$ cat src/rtl/ttt_seq_pkg.sv
// Shared types and constants for the tick sequencer: FSM states, default
// widths and the core's start/stop flag encoding.
package ttt_seq_pkg;

    localparam int ID_BITS     = 4;
    localparam int TOKENS_BITS = 8;

    localparam logic [1:0] SS_IDLE  = 2'b00;
    localparam logic [1:0] SS_START = 2'b01;
    localparam logic [1:0] SS_STOP  = 2'b10;
    localparam logic [1:0] SS_BOTH  = 2'b11;

    typedef enum logic [2:0] {
        IDLE,
        LOAD,
        START,
        RUN,
        DRAIN
    } state_e;

endpackage

$ cat src/rtl/ttt_tick_divider.sv
// Tick period counter: pulses tick_due once every tick_period clocks while
// enabled; a zero period or ena=0 parks the counter at tick_period.
module ttt_tick_divider #(
    parameter int PERIOD_BITS = 16
) (
    input  logic                   clk,
    input  logic                   rst_n,
    input  logic                   ena,
    input  logic [PERIOD_BITS-1:0] tick_period,
    output logic                   tick_due
);

    logic [PERIOD_BITS-1:0] cnt_q;
    logic [PERIOD_BITS-1:0] cnt_d;
    logic                   running;

    assign running  = ena && (tick_period != '0);
    assign tick_due = running && (cnt_q == PERIOD_BITS'(1));

    // A count of 0 only exists after reset, so it reloads like the terminal count.
    always_comb begin
        cnt_d = cnt_q;
        if (!running) begin
            cnt_d = tick_period;
        end else if (cnt_q <= PERIOD_BITS'(1)) begin
            cnt_d = tick_period;
        end else begin
            cnt_d = cnt_q - PERIOD_BITS'(1);
        end
    end

    always_ff @(posedge clk or negedge rst_n) begin
        if (!rst_n) begin
            cnt_q <= '0;
        end else begin
            cnt_q <= cnt_d;
        end
    end

endmodule

$ cat src/rtl/ticktocktokens_sequencer.sv
// Tick sequencer for the token-processor core: load tokens, run one evaluation,
// drain start/stop flags. Define TTT_SKIP_IDLE_EN to drop all-zero results.
module ticktocktokens_sequencer #(
    parameter int NUM_PROCESSORS = 10,
    parameter int ID_BITS        = ttt_seq_pkg::ID_BITS,
    parameter int TOKENS_BITS    = ttt_seq_pkg::TOKENS_BITS,
    parameter int PERIOD_BITS    = 16
) (
    input  logic                   clk,
    input  logic                   rst_n,
    input  logic                   ena,
    input  logic [PERIOD_BITS-1:0] tick_period,
    input  logic                   clr_overrun,
    input  logic                   in_valid,
    output logic                   in_ready,
    input  logic [TOKENS_BITS-1:0] in_tokens,
    output logic [ID_BITS-1:0]     core_processor_id,
    output logic [TOKENS_BITS-1:0] core_tokens_in,
    output logic                   core_tokens_valid,
    output logic                   core_hold,
    output logic                   core_tick,
    input  logic                   core_done,
    input  logic [1:0]             core_startstop,
    output logic                   out_valid,
    input  logic                   out_ready,
    output logic [ID_BITS-1:0]     out_id,
    output logic [1:0]             out_startstop,
    output logic                   busy,
    output logic                   overrun
);

    import ttt_seq_pkg::*;

    localparam logic [ID_BITS-1:0] LAST_ID = ID_BITS'(NUM_PROCESSORS - 1);

    state_e                 state_q, state_d;
    logic [ID_BITS-1:0]     idx_q, idx_d;
    logic [ID_BITS-1:0]     pid_q, pid_d;
    logic [TOKENS_BITS-1:0] tok_q, tok_d;
    logic                   tv_q, tv_d;
    logic                   tick_q, tick_d;
    logic                   ov_q, ov_d;
    logic [ID_BITS-1:0]     oid_q, oid_d;
    logic [1:0]             oss_q, oss_d;
    logic                   overrun_q, overrun_d;
    logic                   tick_due;
    logic                   skip;
    logic                   can_cap;

    ttt_tick_divider #(
        .PERIOD_BITS(PERIOD_BITS)
    ) u_divider (
        .clk        (clk),
        .rst_n      (rst_n),
        .ena        (ena),
        .tick_period(tick_period),
        .tick_due   (tick_due)
    );

    // During DRAIN the core is addressed straight from idx so its combinational
    // flags can be captured in the same cycle.
    assign core_processor_id = (state_q == DRAIN) ? idx_q : pid_q;
    assign core_tokens_in    = tok_q;
    assign core_tokens_valid = tv_q;
    assign core_hold         = (state_q != RUN);
    assign core_tick         = tick_q;
    assign in_ready          = (state_q == LOAD);
    assign out_valid         = ov_q;
    assign out_id            = oid_q;
    assign out_startstop     = oss_q;
    assign busy              = (state_q != IDLE);
    assign overrun           = overrun_q;

    always_comb begin
        state_d   = state_q;
        idx_d     = idx_q;
        pid_d     = pid_q;
        tok_d     = tok_q;
        tv_d      = 1'b0;
        tick_d    = 1'b0;
        oid_d     = oid_q;
        oss_d     = oss_q;
        ov_d      = ov_q && !out_ready;
        overrun_d = overrun_q;
        can_cap   = !ov_q || out_ready;
`ifdef TTT_SKIP_IDLE_EN
        skip      = (core_startstop == SS_IDLE);
`else
        skip      = 1'b0;
`endif

        // A set in the same cycle as a clear must win, hence the ordering.
        if (clr_overrun) begin
            overrun_d = 1'b0;
        end
        if (tick_due && (state_q != IDLE)) begin
            overrun_d = 1'b1;
        end

        unique case (state_q)
            IDLE: begin
                if (tick_due) begin
                    idx_d   = '0;
                    state_d = LOAD;
                end
            end
            LOAD: begin
                if (in_valid) begin
                    pid_d = idx_q;
                    tok_d = in_tokens;
                    tv_d  = 1'b1;
                    idx_d = idx_q + 1'b1;
                    if (idx_q == LAST_ID) begin
                        state_d = START;
                    end
                end
            end
            START: begin
                tick_d  = 1'b1;
                state_d = RUN;
            end
            RUN: begin
                if (core_done && !tick_q) begin
                    idx_d   = '0;
                    state_d = DRAIN;
                end
            end
            DRAIN: begin
                if (skip || can_cap) begin
                    if (!skip) begin
                        ov_d  = 1'b1;
                        oid_d = idx_q;
                        oss_d = core_startstop;
                    end
                    idx_d = idx_q + 1'b1;
                    if (idx_q == LAST_ID) begin
                        state_d = IDLE;
                    end
                end
            end
            default: state_d = IDLE;
        endcase
    end

    always_ff @(posedge clk or negedge rst_n) begin
        if (!rst_n) begin
            state_q   <= IDLE;
            idx_q     <= '0;
            pid_q     <= '0;
            tok_q     <= '0;
            tv_q      <= 1'b0;
            tick_q    <= 1'b0;
            ov_q      <= 1'b0;
            oid_q     <= '0;
            oss_q     <= 2'b00;
            overrun_q <= 1'b0;
        end else begin
            state_q   <= state_d;
            idx_q     <= idx_d;
            pid_q     <= pid_d;
            tok_q     <= tok_d;
            tv_q      <= tv_d;
            tick_q    <= tick_d;
            ov_q      <= ov_d;
            oid_q     <= oid_d;
            oss_q     <= oss_d;
            overrun_q <= overrun_d;
        end
    end

endmodule

$ cat config.mk
export PLATFORM = sky130hd
export DESIGN_NAME = ticktocktokens_sequencer
export DESIGN_NICKNAME = d
export VERILOG_FILES = /design/src/rtl/ttt_seq_pkg.sv /design/src/rtl/ttt_tick_divider.sv /design/src/rtl/ticktocktokens_sequencer.sv
export SDC_FILE = /design/constraint.sdc
export NUM_CORES = 1
export LEC_CHECK = 0
export CAP_MARGIN = 20
export CORE_MARGIN = 5
export CORE_UTILIZATION = 30
export DETAILED_ROUTE_END_ITERATION = 16
export GPL_TIMING_DRIVEN = 1
export PLACE_DENSITY = 0.64
export SETUP_SLACK_MARGIN = 0.15
export SYNTH_ARGS = -nofsm -noshare
export SYNTH_HDL_FRONTEND = slang
export SYNTH_SLANG_ARGS = --single-unit
$ cat constraint.sdc
create_clock -name clk -period 6.5 [get_ports clk]
set_input_delay 1.3 -clock clk [delete_from_list [all_inputs] [get_ports clk]]
set_output_delay 1.3 -clock clk [all_outputs]
set_load 0.01 [all_outputs]
==> results.txt <==
The maximum buffer depth of the clock tree came out at 2. The gate count of the mapped netlist is between 200 and 250. The share of synthesized area in the top cell type comes to roughly half. The min-delay analysis places its worst path in the category reg -> reg.

The antenna diode instance count is 0. Sorting the synthesized cells by area gives the leading types as dfrtp_1, mux2_2, xnor2_1. The power after layout came out at around 0.55 mW. The startpoint-to-endpoint class of the critical path is reg -> out. The wire length of the first global-routing pass is approximately 8.3 mm.

For met2 alone, demand over resource in global routing was 20.8%. Of the available clock period, the critical path in the final layout requires about three fifths. The number of pins exceeding their max-slew limit in the final report came to 0. Measured against its own limit, the worst slew margin works out to a little under two fifths. The effective utilization at floorplan came out at a little under a third. The post-CTS repair timing setup buffer count is 0. Of the total power, registers draw 55.5%. Yosys printed 0 warnings. The summed instance area of the synthesized netlist came out at about 2200 µm². The number of global-route vias before repair is between 1500 and 2000.

The clock network fraction of design power is 33.2%. Setup repair after global routing left no endpoint under its margin. Along the worst path, the maximum fanout reaches 16. The tree is rooted in a clkbuf_8. The count of hold-fix buffers inserted at cts is 0. The critical path starts at state_q[1].

The detail route stage leaves a number of antenna-violating nets equal to 0. Net switching is between 20 and 30% of the power. The worst-case register-to-register setup slack came out at roughly 4.1 ns. The area of the core came out at slightly above 7000 µm².

The portion of the post-synthesis area used by sequential elements came out at between 50% and 60%. The share of post-route cells with drive strength above 1 came out at about an eighth. The hold violation total from the final report came to 0. The internal power component is slightly above 0.4 mW. The worst register-to-register path begins at u_divider.cnt_q[7]. The number of antenna violations at the first check in global routing is 0. The area overhead of the layout relative to synthesis is 34.1%.

The met1 track demand over resource is about an eighth. The floorplan has 31 rows. The routed via count divided by cell count is between 4 and 5. STA classifies the critical path startpoint as a register.

For this design the total switching power over the nets is between 0.1 and 0.15 mW. The number of DRC markers after the initial detailed-route iteration is 50. In this run the vertical extent of the chip is between 90 and 100 µm. Among all flip-flop cells after synthesis, the most frequent one is dfrtp_1. The die footprint came out at just over 9000 µm². The final net count is 306. Global routing finished with a remaining overflow of 0. The number of CTS-inserted buffers is 5. The number of gates on the worst path with buffers counted is 3. The total clock sinks came out at 45. STA classifies the critical path endpoint as an output port. The vias after detailed routing is 1709.

The signal on the critical path passes through nor3b_1 > mux2_2 > clkdlybuf4s50_1. The placer's final routability congestion estimate is approximately 0.80. The total routing usage reported by global routing came out at roughly 11%. The post-detailed-routing wire length is 4.94 mm.

The number of max-cap violations is 0. Grouping stages by cell kind, the critical path spends the most delay in simple AND/OR/NAND/NOR gates. The number of input and output port buffers inserted is 57.

The number of top-level design ports came out at 58. The fraction of met3 tracks used by global routing came out at under 10%. The share of power burned in combinational logic came out at between 10% and 20%. The run finished with clean final reports.

Before antenna repair, the detailed router went through 4 iterations. The number of library cell types mapped by synthesis is 37. Clock-pin slew was measured on the worst setup and hold paths at approximately 0.090 ns. The destination of the critical timing path is core_processor_id[2]. The synthesized design contains 0 enable-type register cells. The placed wire-length estimate is 3.67 mm. The total negative slack for setup checks came out at 0 ns. Counting flops with an async set or reset pin after synthesis yields a share of 100%. The ratio of total power to cell area is about 180 nW/µm².

For the worst setup path, the data required time is 5.20 ns. The worst vdd rail ir drop came out at 0.0732 mV. The total nets after synthesis is 250. The highest cell delay on the worst timing path is 0.82 ns. The clock latency on the worst-skew pair came out at about 0.3 ns. For this design the static power due to leakage is 1.26 nW.

The clock tree from TritonCTS is done. The arrival time at the worst endpoint came out at around 2.6 ns. The shortest clock period the worst path allows after layout is ~3.9 ns.

The DRC violation count after routing came out at 0. The number of setup violations in the final report came out at 0. The measured slew at the worst slew-check pin came out at between 0.9 and 1 ns.

In this run the horizontal extent of the chip is just under 100 µm. The number of buffer and inverter stages on the critical path is 1. The maximum operating frequency came out at about 260 MHz. The synthesis-stage register bit count came out at 45.

The worst register-to-register path ends at u_divider.cnt_q[15]. dfrtp_1 takes more of the synthesized area than any other cell. For the final database, setup skew stands at about 0.010 ns.

The number of H-tree branching levels is 2. The number of cells on the worst reg-to-reg path is 5. The global routing's busiest layer is met2. The average wire length per cell after detail routing is 13.4 µm. The pin count of the biggest net entering global routing came out at 46. The number of resized instances in the post-cts repair step came out at 0. The highest-delay cell along the critical path is nor3b_1. The post-synthesis area per instance is 10.5 µm².
[metal layers]
layer / wire length (µm) / share of wire [%]
met1: 2210 / 45
met4: 47 / 0.95
met3: 261 / 5.3
met5: 0 / 0
met2: 2420 / 49
[tightest hold or removal path: stages, from the launching register on]
cell     delay (ns)
dfrtp_1        0.35
nand2_1        0.05
o21ai_0        0.06
[synth_stat cells, drive strengths merged (3+ instances only)]
master / instances
or4: 5
a21oi: 14
nand3: 4
nor2: 25
nand2: 12
nor3b: 3
inv: 9
dfrtp: 45
nor4: 9
nor2b: 4
clkbuf: 7
or3: 3
xnor2: 12
buf: 3
ha: 4
o21ai: 6
nor3: 6
mux2: 22
[worst min path at each step]
stage	start	endpoint	slack, ns	depth (start not counted)
6_report	out_id[2]	out_id[2]	0.50	2
5_1_grt	out_id[0]	out_id[0]	0.53	1
4_1_cts	out_id[2]	out_id[2]	0.50	2
3_5_place_dp	out_id[2]	out_id[2]	0.48	2
3_3_place_gp	out_id[1]	out_id[1]	0.47	2
2_1_floorplan	pid_q[3]	pid_q[3]	0.48	1
[cell usage in the layout, fill, tap and decap left out, types with 2 or more instances in the layout]
cell type        instances
clkdlybuf4s50_1         56
nand3_1                  4
nor3_1                   6
a22oi_1                  2
or3_1                    2
nand2b_1                 2
o31a_1                   2
nor2b_1                  4
inv_1                    9
xnor2_1                 12
and2_1                   2
ha_1                     4
nor3b_1                  3
o21ai_0                  6
nor4_1                   9
mux2_2                  20
nand2_1                 12
nor2_1                  25
or4_1                    4
mux2_4                   2
a21oi_1                 14
clkbuf_8                 5
a31oi_1                  2
dfrtp_1                 45
[stage by stage]
step / setup WS, ns / utilization [%] / hold slack (ns) / cells / area [µm²]
final: 2.64 / 41.3 / 0.497 / 369 / 3000
after global routing: 2.45 / 41.3 / 0.530 / 369 / 3000
after CTS: 2.60 / 40.9 / 0.505 / 367 / 2960
after detailed placement: 2.96 / 39.6 / 0.483 / 359 / 2870
after global placement: 2.95 / 39.6 / 0.468 / 359 / 2870
after floorplan: 3.66 / - / 0.477 / 213 / 2230
[power groups by stage]
| stage | clock [mW] | sequential, mW | combinational (mW) |
|---|---|---|---|
| final | 0.181 | 0.303 | 0.0619 |
| after global routing | 0.204 | 0.304 | 0.0698 |
| after CTS | 0.189 | 0.303 | 0.0611 |
| after detailed placement | 0 | 0.308 | 0.0606 |
| after global placement | 0 | 0.307 | 0.0598 |
| after floorplan | 0 | 0.306 | 0.0305 |
[cell type report]
type	instances	area [µm²]
Clock buffer	5	68.8
Timing Repair Buffer	59	597
Clock inverter	3	25.0
Multi-Input combinational cell	149	1020
Fill cell	733	4260
Inverter	9	33.8
Tap cell	99	124
Sequential cell	45	1130
[flip-flops by register name, indices dropped and copies added (netlist names)]
name               count
u_divider.cnt_q       16
idx_q                  4
core_tokens_valid      1
state_q                3
out_valid              1
pid_q                  4
core_tokens_in         8
overrun                1
out_id                 4
core_tick              1
out_startstop          2
[cell families (layout without fill, tap and decap cells)]
logic type,count (synthesis),count (layout),synth area share [%]
buffers and inverters,19,76,3.87
multiplexers,23,23,11.9
flip-flops,45,45,50.4
AO/OA/AOI/OAI,31,31,8.35
XOR/XNOR,13,13,5.10
adder cells (fa/ha/maj),4,4,2.24
AND/OR/NAND/NOR,78,78,18.2
Note: power is estimated with default switching activity, not from simulation.
